## config.mk

```make
export PLATFORM = sky130hd
export DESIGN_NAME = mmio_bus
export DESIGN_NICKNAME = d
export VERILOG_FILES = /design/src/rtl/mmio_pkg.sv /design/src/rtl/mmio_bus_sync_fifo.sv /design/src/rtl/mmio_bus.sv
export SDC_FILE = /design/constraint.sdc
export NUM_CORES = 1
export LEC_CHECK = 0
export CAP_MARGIN = 0
export CORE_MARGIN = 1
export CORE_UTILIZATION = 38
export DETAILED_ROUTE_END_ITERATION = 8
export PLACE_DENSITY = 0.81
export SLEW_MARGIN = 20
export SYNTH_ARGS = -nofsm -noshare
export SYNTH_HDL_FRONTEND = slang
export SYNTH_SLANG_ARGS = --single-unit
```

## constraint.sdc

```tcl
create_clock -name clk -period 3.45 [get_ports clk]
set_input_delay 0.8625 -clock clk [delete_from_list [all_inputs] [get_ports clk]]
set_output_delay 0.8625 -clock clk [all_outputs]
set_load 0.05 [all_outputs]
```

## src/rtl/mmio_pkg.sv

```systemverilog
// Shared constants for the MMIO bus: register offsets, STATUS bit layout and reset values.
package mmio_pkg;

    localparam logic [3:0] OFF_TXDATA = 4'h0;
    localparam logic [3:0] OFF_STATUS = 4'h4;
    localparam logic [3:0] OFF_CYCLE  = 4'h8;
    localparam logic [3:0] OFF_HALT   = 4'hC;

    localparam int STAT_EMPTY_BIT = 0;
    localparam int STAT_FULL_BIT  = 1;
    localparam int STAT_OVF_BIT   = 2;
    localparam int STAT_COUNT_LSB = 3;
    localparam int STAT_COUNT_W   = 5;

    localparam logic        RST_OVERFLOW  = 1'b0;
    localparam logic        RST_HALT      = 1'b0;
    localparam logic [31:0] RST_HALT_CODE = 32'h0;
    localparam logic [31:0] RST_CYCLE     = 32'h0;

    function automatic logic [31:0] status_word(input logic empty, input logic full,
                                                input logic ovf,
                                                input logic [STAT_COUNT_W-1:0] count);
        logic [31:0] w;
        w = '0;
        w[STAT_EMPTY_BIT] = empty;
        w[STAT_FULL_BIT]  = full;
        w[STAT_OVF_BIT]   = ovf;
        w[STAT_COUNT_LSB +: STAT_COUNT_W] = count;
        return w;
    endfunction

endpackage

```

## src/rtl/mmio_bus_sync_fifo.sv

```systemverilog
// Small flop-based FIFO (module sync_fifo); head is visible combinationally, no write-to-read bypass.
module sync_fifo
    import mmio_pkg::*;
#(
    parameter  int WIDTH = 8,
    parameter  int DEPTH = 4,
    localparam int PTR_W = $clog2(DEPTH),
    localparam int CNT_W = PTR_W + 1
) (
    input  logic             clk,
    input  logic             resetn,
    input  logic             push,
    input  logic [WIDTH-1:0] push_data,
    input  logic             pop,
    output logic [WIDTH-1:0] head,
    output logic             full,
    output logic             empty,
    output logic [CNT_W-1:0] count
);

    logic [PTR_W-1:0] wr_ptr_reg, rd_ptr_reg;
    logic [CNT_W-1:0] count_reg;
    logic [WIDTH-1:0] entries [DEPTH];
    logic             do_push, do_pop;

    assign empty   = (count_reg == '0);
    assign full    = (count_reg == CNT_W'(DEPTH));
    assign count   = count_reg;
    assign head    = entries[rd_ptr_reg];
    assign do_pop  = pop && !empty;
    // A full FIFO still takes a push when a pop frees a slot on the same edge.
    assign do_push = push && (!full || do_pop);

    generate
        for (genvar gi = 0; gi < DEPTH; gi++) begin : g_entry
            logic [WIDTH-1:0] entry_reg;
            always_ff @(posedge clk) begin
                if (do_push && wr_ptr_reg == PTR_W'(gi))
                    entry_reg <= push_data;
            end
            assign entries[gi] = entry_reg;
        end
    endgenerate

    always_ff @(posedge clk or negedge resetn) begin
        if (!resetn) begin
            wr_ptr_reg <= '0;
            rd_ptr_reg <= '0;
            count_reg  <= '0;
        end else begin
            if (do_push) wr_ptr_reg <= wr_ptr_reg + PTR_W'(1);
            if (do_pop)  rd_ptr_reg <= rd_ptr_reg + PTR_W'(1);
            case ({do_push, do_pop})
                2'b10:   count_reg <= count_reg + CNT_W'(1);
                2'b01:   count_reg <= count_reg - CNT_W'(1);
                default: count_reg <= count_reg;
            endcase
        end
    end

endmodule

```

## src/rtl/mmio_bus.sv

```systemverilog
// Core-side bus splitter: RAM pass-through plus a 16-byte MMIO window (TX FIFO, STATUS, CYCLE, HALT).
// Define MMIO_CYCLE_CNT_EN to build the free-running CYCLE counter; otherwise CYCLE reads 0.
module mmio_bus
    import mmio_pkg::*;
#(
    parameter int          FIFO_DEPTH = 4,
    parameter logic [31:0] MMIO_BASE  = 32'h1000_0000
) (
    input  logic        clk,
    input  logic        resetn,
    input  logic        core_we,
    input  logic [31:0] core_addr,
    input  logic [31:0] core_wdata,
    output logic [31:0] core_rdata,
    output logic        mem_we,
    output logic [31:0] mem_addr,
    output logic [31:0] mem_wdata,
    input  logic [31:0] mem_rdata,
    output logic        tx_valid,
    output logic [7:0]  tx_data,
    input  logic        tx_ready,
    output logic        halt,
    output logic [31:0] halt_code
);

    localparam int CNT_W = $clog2(FIFO_DEPTH) + 1;

    logic             is_mmio, mmio_we;
    logic [3:0]       offset;
    logic             fifo_push, fifo_pop, fifo_full, fifo_empty;
    logic [CNT_W-1:0] fifo_count;
    logic             overflow_reg, overflow_set, overflow_clr;
    logic             halt_reg, halt_wr;
    logic [31:0]      halt_code_reg;
    logic [31:0]      cycle_value;

    assign is_mmio   = (core_addr[31:4] == MMIO_BASE[31:4]);
    assign offset    = core_addr[3:0];
    assign mmio_we   = core_we && is_mmio;
    assign mem_we    = core_we && !is_mmio;
    assign mem_addr  = core_addr;
    assign mem_wdata = core_wdata;

    assign fifo_push = mmio_we && (offset == OFF_TXDATA);
    assign fifo_pop  = tx_valid && tx_ready;

    sync_fifo #(
        .WIDTH (8),
        .DEPTH (FIFO_DEPTH)
    ) u_tx_fifo (
        .clk       (clk),
        .resetn    (resetn),
        .push      (fifo_push),
        .push_data (core_wdata[7:0]),
        .pop       (fifo_pop),
        .head      (tx_data),
        .full      (fifo_full),
        .empty     (fifo_empty),
        .count     (fifo_count)
    );

    assign tx_valid     = !fifo_empty;
    assign overflow_set = fifo_push && fifo_full && !fifo_pop;
    assign overflow_clr = mmio_we && (offset == OFF_STATUS) && core_wdata[STAT_OVF_BIT];
    assign halt_wr      = mmio_we && (offset == OFF_HALT) && !halt_reg;

    always_ff @(posedge clk or negedge resetn) begin
        if (!resetn) begin
            overflow_reg  <= RST_OVERFLOW;
            halt_reg      <= RST_HALT;
            halt_code_reg <= RST_HALT_CODE;
        end else begin
            if (overflow_set)      overflow_reg <= 1'b1;
            else if (overflow_clr) overflow_reg <= 1'b0;
            // Only the first HALT write after reset is captured.
            if (halt_wr) begin
                halt_reg      <= 1'b1;
                halt_code_reg <= core_wdata;
            end
        end
    end

    assign halt      = halt_reg;
    assign halt_code = halt_code_reg;

`ifdef MMIO_CYCLE_CNT_EN
    logic [31:0] cycle_reg;
    always_ff @(posedge clk or negedge resetn) begin
        if (!resetn) cycle_reg <= RST_CYCLE;
        else         cycle_reg <= cycle_reg + 32'd1;
    end
    assign cycle_value = cycle_reg;
`else
    assign cycle_value = RST_CYCLE;
`endif

    always_comb begin
        core_rdata = mem_rdata;
        if (is_mmio) begin
            case (offset)
                OFF_STATUS: core_rdata = status_word(fifo_empty, fifo_full, overflow_reg,
                                                     STAT_COUNT_W'(fifo_count));
                OFF_CYCLE:  core_rdata = cycle_value;
                OFF_HALT:   core_rdata = halt_code_reg;
                default:    core_rdata = 32'h0;
            endcase
        end
    end

endmodule

```

## Yosys cells after proc, flatten, opt, wreduce, memory -nomap -nowiden

Index checks and enable logic that the tools add are counted.

- Bits in registers: 73
- Input port bits: 100

- Add/sub/neg operators: 4
- $lt $le $gt $ge: 1
- Equality and inequality tests: 9
- Muxes and demuxes: 8
- Bitwise gates (word level): 1
- Reductions and logical operators: 27

Operators by type and width:

| operator | count |
|---|---|
| $pmux W32 S2 | 1 |
| $mux W32 | 1 |
| $eq A28 B25 Y1 const B | 1 |
| $bmux W8 S2 | 1 |
| $logic_and A1 B1 Y1 | 16 |
| $mux W8 | 2 |
| $eq A2 B2 Y1 const B | 3 |
| $pmux W3 S2 | 1 |
| $logic_not A1 Y1 | 5 |
| $add A2 B1 Y2 const B | 2 |
| $eq A2 B1 Y1 const B | 2 |
| $eq A4 B3 Y1 const B | 1 |
| $eq A4 B4 Y1 const B | 1 |
| $logic_not A4 Y1 | 1 |
| $reduce_bool A2 Y1 | 2 |
| $add A3 B1 Y3 const B | 1 |
| $eq A3 B3 Y1 const B | 1 |
| $ge A3 B3 Y1 const B | 1 |
| $logic_not A3 Y1 | 1 |
| $not A2 Y3 | 1 |
| $sub A3 B1 Y3 const B | 1 |
| $logic_not A2 Y1 | 1 |
| $mux W1 | 2 |
| $logic_or A1 B1 Y1 | 1 |

## Logic depth before layout (Yosys ltp)

- Depth after elaboration: 8
- Gate-level depth with buffers: 9
- Depth with buffers taken out: 9

## Hierarchy

A second synthesis with hierarchy kept.

- Cell total of the unflattened synthesis: 357
- Area total of the unflattened synthesis: 4172.8 um^2

Modules (own cells, without submodules):

| module | times used | cells an instance | area an instance (um^2) | sequential area each (um^2) |
|---|---|---|---|---|
| mmio_bus | 1 | 263 | 2503.7 | 850.8 |
| sync_fifo | 1 | 94 | 1669.1 | 1136.1 |

## Worst setup path after synthesis

No wires, ideal clock.

- Path type: input-to-output
- Start: input port core_addr[20]
- End: output port core_rdata[1]
- Arrival time: 2.680 ns
- Required time: 2.588 ns
- Path slack: -0.092 ns
- Cell stages on the path: 6
- Buffers on the path: 2
- Cells stage by stage: nor4_1 > nand3_1 > or2_1 > clkbuf_1 > buf_2 > o21ai_1

- Word-level cells in the longest chain between the ends: 2

Ends and longest elaborated chain:

| item | RTL line | RTL |
|---|---|---|
| from (decl) | mmio_bus.sv:12 | `input logic [31:0] core_addr,` |
| $eq A28 B25 Y1 | mmio_bus.sv:37 | `assign is_mmio = (core_addr[31:4] == MMIO_BASE[31:4]);` |
| $mux W32 | mmio_bus.sv:99 | `if (is_mmio) begin` |
| to (decl) | mmio_bus.sv:14 | `output logic [31:0] core_rdata,` |

Every way passes these cells.

## Worst setup path after layout

- Start: input port core_addr[9]
- End: output port core_rdata[14]

The elaborated chain is that of the path after synthesis.

==> impl_results.md <==
- # rows: 37
- Post-synthesis sequential area ratio: 49.2%
- Crit path kind: in -> out
- Status: finished clean
- Cell family with most CP delay: buffers and inverters
- Tcrit/Tclk final: 96.7%
- Sw frac: 28.7%
- Max FO, Critical Path: 14
- Synth Area in Simple Gates: 17.4%
- Clk sink count: 73
- Adder-cell share of the synthesized area: 1.74%
- Root Driver: clkbuf_8
- Worst endpoint data arrival time: 2.47 ns
- Psw: 0.000642 W
- Number of global-route vias before repair: 3699
- CTS H-tree depth: 3
- Vias: 3321
- Max_slew headroom: 37.3%
- Max-Cap Viols: 0
- Largest family of logic cells by synthesized area: simple AND/OR/NAND/NOR gates
- I/O pin cnt: 239
- Post-synth EDFFs: 32
- CP max stage cell: nor4_4
- CTS tree: built
- Tot GR Track Use: 22.6%
- Area Overhead vs Synth: 68.8%
- Gate power share: 24.6%
- TritonCTS Buffers: 9
- Clock tree buffer depth: 2
- Synthesized flop and latch total: 73
- Antenna Cells: 0
- Top achievable clock speed: 300 MHz
- HPWL after DPL: 9.12 mm
- Synth area leader: dfrtp_1
- Initial Util: 39.1%
- Routed WL per cell: 17.5 um
- Skew final: 0.0121 ns
- Mux cell area share after synthesis: 13.9%
- Final global-route overflow total: 0
- Seq. cell area: 1990 sq um
- Layout cells sized above 1: 25.6%
- Yosys cell types: 36
- Final ANT Viol Nets: 0
- Dpl cell area: 6420 sq um
- Post-Syn Area per Cell: 11.5 sq um
- CORE AREA: 10300 sq um
- Pwr Density: 328 nW/um^2
- Tightest Pin Transition: 0.941 ns
- Clock power frac: 34.9%
- PortBufs: 238
- Initial antenna violation count: 0
- Ys Warns: 0
- Int Pwr: 0.00159 W
- Synth top area cells: dfrtp_1 (25%), edfxtp_1 (24%), buf_4 (12%)
- Placed Instances: 660
- CP cell instances: dlygate4sd2_1, nor4_4, nand4_4, buf_6, nor2_4, buf_12, buf_12, nand3_1, nand2_1, buf_12
- Share of power burned in registers: 40.6%
- RSZ-0062 raised after global routing: false
- Async set-or-reset flop fraction in the synthesized netlist: 56.2%
- Nets: 647
- Share of the synthesized area in the top cell type: 25.4%
- Area of the multi-input gates: 1550 sq um
- Post-synthesis cell area: 4040 sq um
- Hold_buf cts: 0
- DRC Markers: 0
- Req. time, crit path: 2.59 ns
- Chip width: 105 um
- Commonest cells post-synth: buf_4 (65), nand2_1 (57), dfrtp_1 (41), mux2_1 (33), edfxtp_1 (32)
- Crit start category: input pin
- Final instance area: 6810 sq um
- Clk_lat worst skew: 0.34 ns
- Cell count after synthesis: 350
- Fin cells: 683
- Most Frequent Cell on Critical Path: buf_12
- XOR/XNOR Fraction of Synth Area: 0.868%
- # setup viols final: 0
- Final Hold Violating Endpoints: 0
- Ys flop type: dfrtp_1
- VDD IR-drop max: 0.000256 V
- Synth Area in Compound Gates: 2.29%
- Top-count cell post-synth: buf_4
- Clock transition at path regs: 0.08 ns
- Worst path bufs/invs: 5
- Min cycle time layout: 3.34 ns
- Hold Crit Class: reg -> reg
- Lkg Pwr: 2.96 nW
- Die Y: 105 um
- First DRT Iteration DRCs: 89
- Avg Vias per Cell: 4.86
- Fin. max-slew vios: 0
- CP endpoint kind: primary output
- Die area: 11000 sq um
- First-pass GRT wire length: 19.1 mm
- Post-Syn Nets: 455
- Final Core Density: 66.0%
- Largest net degree at the start of global routing: 42
- Routability congestion estimate from global placement: 0.840
- CP peak stage delay: 0.30 ns
- Final wirelength: 12.0 mm
- Detailed Routing Iterations Pass 1: 4
- Filler cells: 781
==> per-layer routing <==
| layer | GRT usage, % | vias up | wire, um |
|---|---|---|---|
| met5 | 0 | - | 0 |
| met4 | 5.94 | 0 | 167 |
| met3 | 5.74 | 17 | 719 |
| met2 | 42.1 | 134 | 6540 |
| met1 | 25.5 | 1628 | 4550 |
| li1 | - | 1542 | - |
==> power by group through the flow <==
stage / logic, W / registers (W) / clock network, W
after floorplan: 0.000298 / 0.000926 / 0
after global placement: 0.000549 / 0.000925 / 0
after detailed placement: 0.000554 / 0.000925 / 0
after CTS: 0.000552 / 0.000907 / 0.000799
after global routing: 0.000570 / 0.000907 / 0.000837
final: 0.000549 / 0.000907 / 0.000779
==> worst paths after layout <==
path                                    start            endpoint  slack, ns  depth (start not counted)
setup / recovery                 core_addr[9]      core_rdata[14]       0.11                         10
hold / removal                           halt                halt       0.49                          1
setup reg to reg           u_tx_fifo.count[2]  u_tx_fifo.count[2]       1.31                          9
hold reg to reg                          halt                halt       0.49                          1
max in group asynchronous              resetn        overflow_reg       2.20                          1
min in group asynchronous              resetn       halt_code[12]       0.66                          1
==> placed cells by master, fill, tap and decap left out, drive strengths merged, types with 2 or more instances in the layout <==
master | Yosys | routed
clkdlybuf4s50 | 0 | 155
buf | 73 | 79
nand2 | 57 | 57
dfrtp | 41 | 41
mux2 | 33 | 33
edfxtp | 32 | 32
nand3 | 31 | 31
dlygate4sd2 | 0 | 17
nor2 | 17 | 17
clkbuf | 8 | 16
mux4 | 8 | 8
nor4 | 7 | 7
and2 | 6 | 6
inv | 4 | 6
a221oi | 5 | 5
xnor2 | 4 | 4
ha | 4 | 4
clkdlybuf4s15 | 0 | 4
and3 | 2 | 2
a31oi | 2 | 2
bufinv | 0 | 2
dlymetal6s2s | 0 | 2
nor3 | 2 | 2
nand4 | 2 | 2
nor4b | 2 | 2
or2 | 2 | 2
o21ai | 2 | 2
==> timing repair <==
item	in CTS	in global routing
cloned	2	0
buffers inserted	4	2
resized for setup	57	18
setup endpoints to repair	33	33
pin swaps	14	11
==> final cells by class <==
class                      instances  share of cell area (%)
sequential                        73                    29.2
tap                              136                    2.50
multi-input combinational        192                    22.7
clock inverter                     5                    1.21
inverter                           4                   0.220
clock buffer                      11                    2.24
timing repair buffer             262                    42.0
==> per-stage QoR <==
stage	setup TNS, ns	setup WS, ns	power (W)	hold WS (ns)
final	0	0.113	0.00224	0.489
after global routing	0	0.0140	0.00231	0.503
after CTS	0	0.00192	0.00226	0.499
after detailed placement	-7.82	-0.295	0.00148	0.480
after global placement	-5.98	-0.226	0.00147	0.463
after floorplan	0	0.0392	0.00122	0.467
==> worst register-to-register path, cell delays in order (launching register included) <==
cell	delay, ns
dfrtp_1	0.48
nor3_1	0.30
inv_1	0.14
nand2_1	0.17
nor2_1	0.08
fa_1	0.41
inv_1	0.11
nand3_1	0.08
o2bb2ai_1	0.19
a31oi_1	0.07
==> kinds of logic after synthesis <==
kind of cell | after synthesis
adders and majority gates | 5
DFF | 73
AOI/OAI and AO/OA | 12
buffers and inverters | 85
xor gates and xnor gates | 4
and+or+nand+nor | 129
muxes | 42
Power figures use the tool's default switching activity.
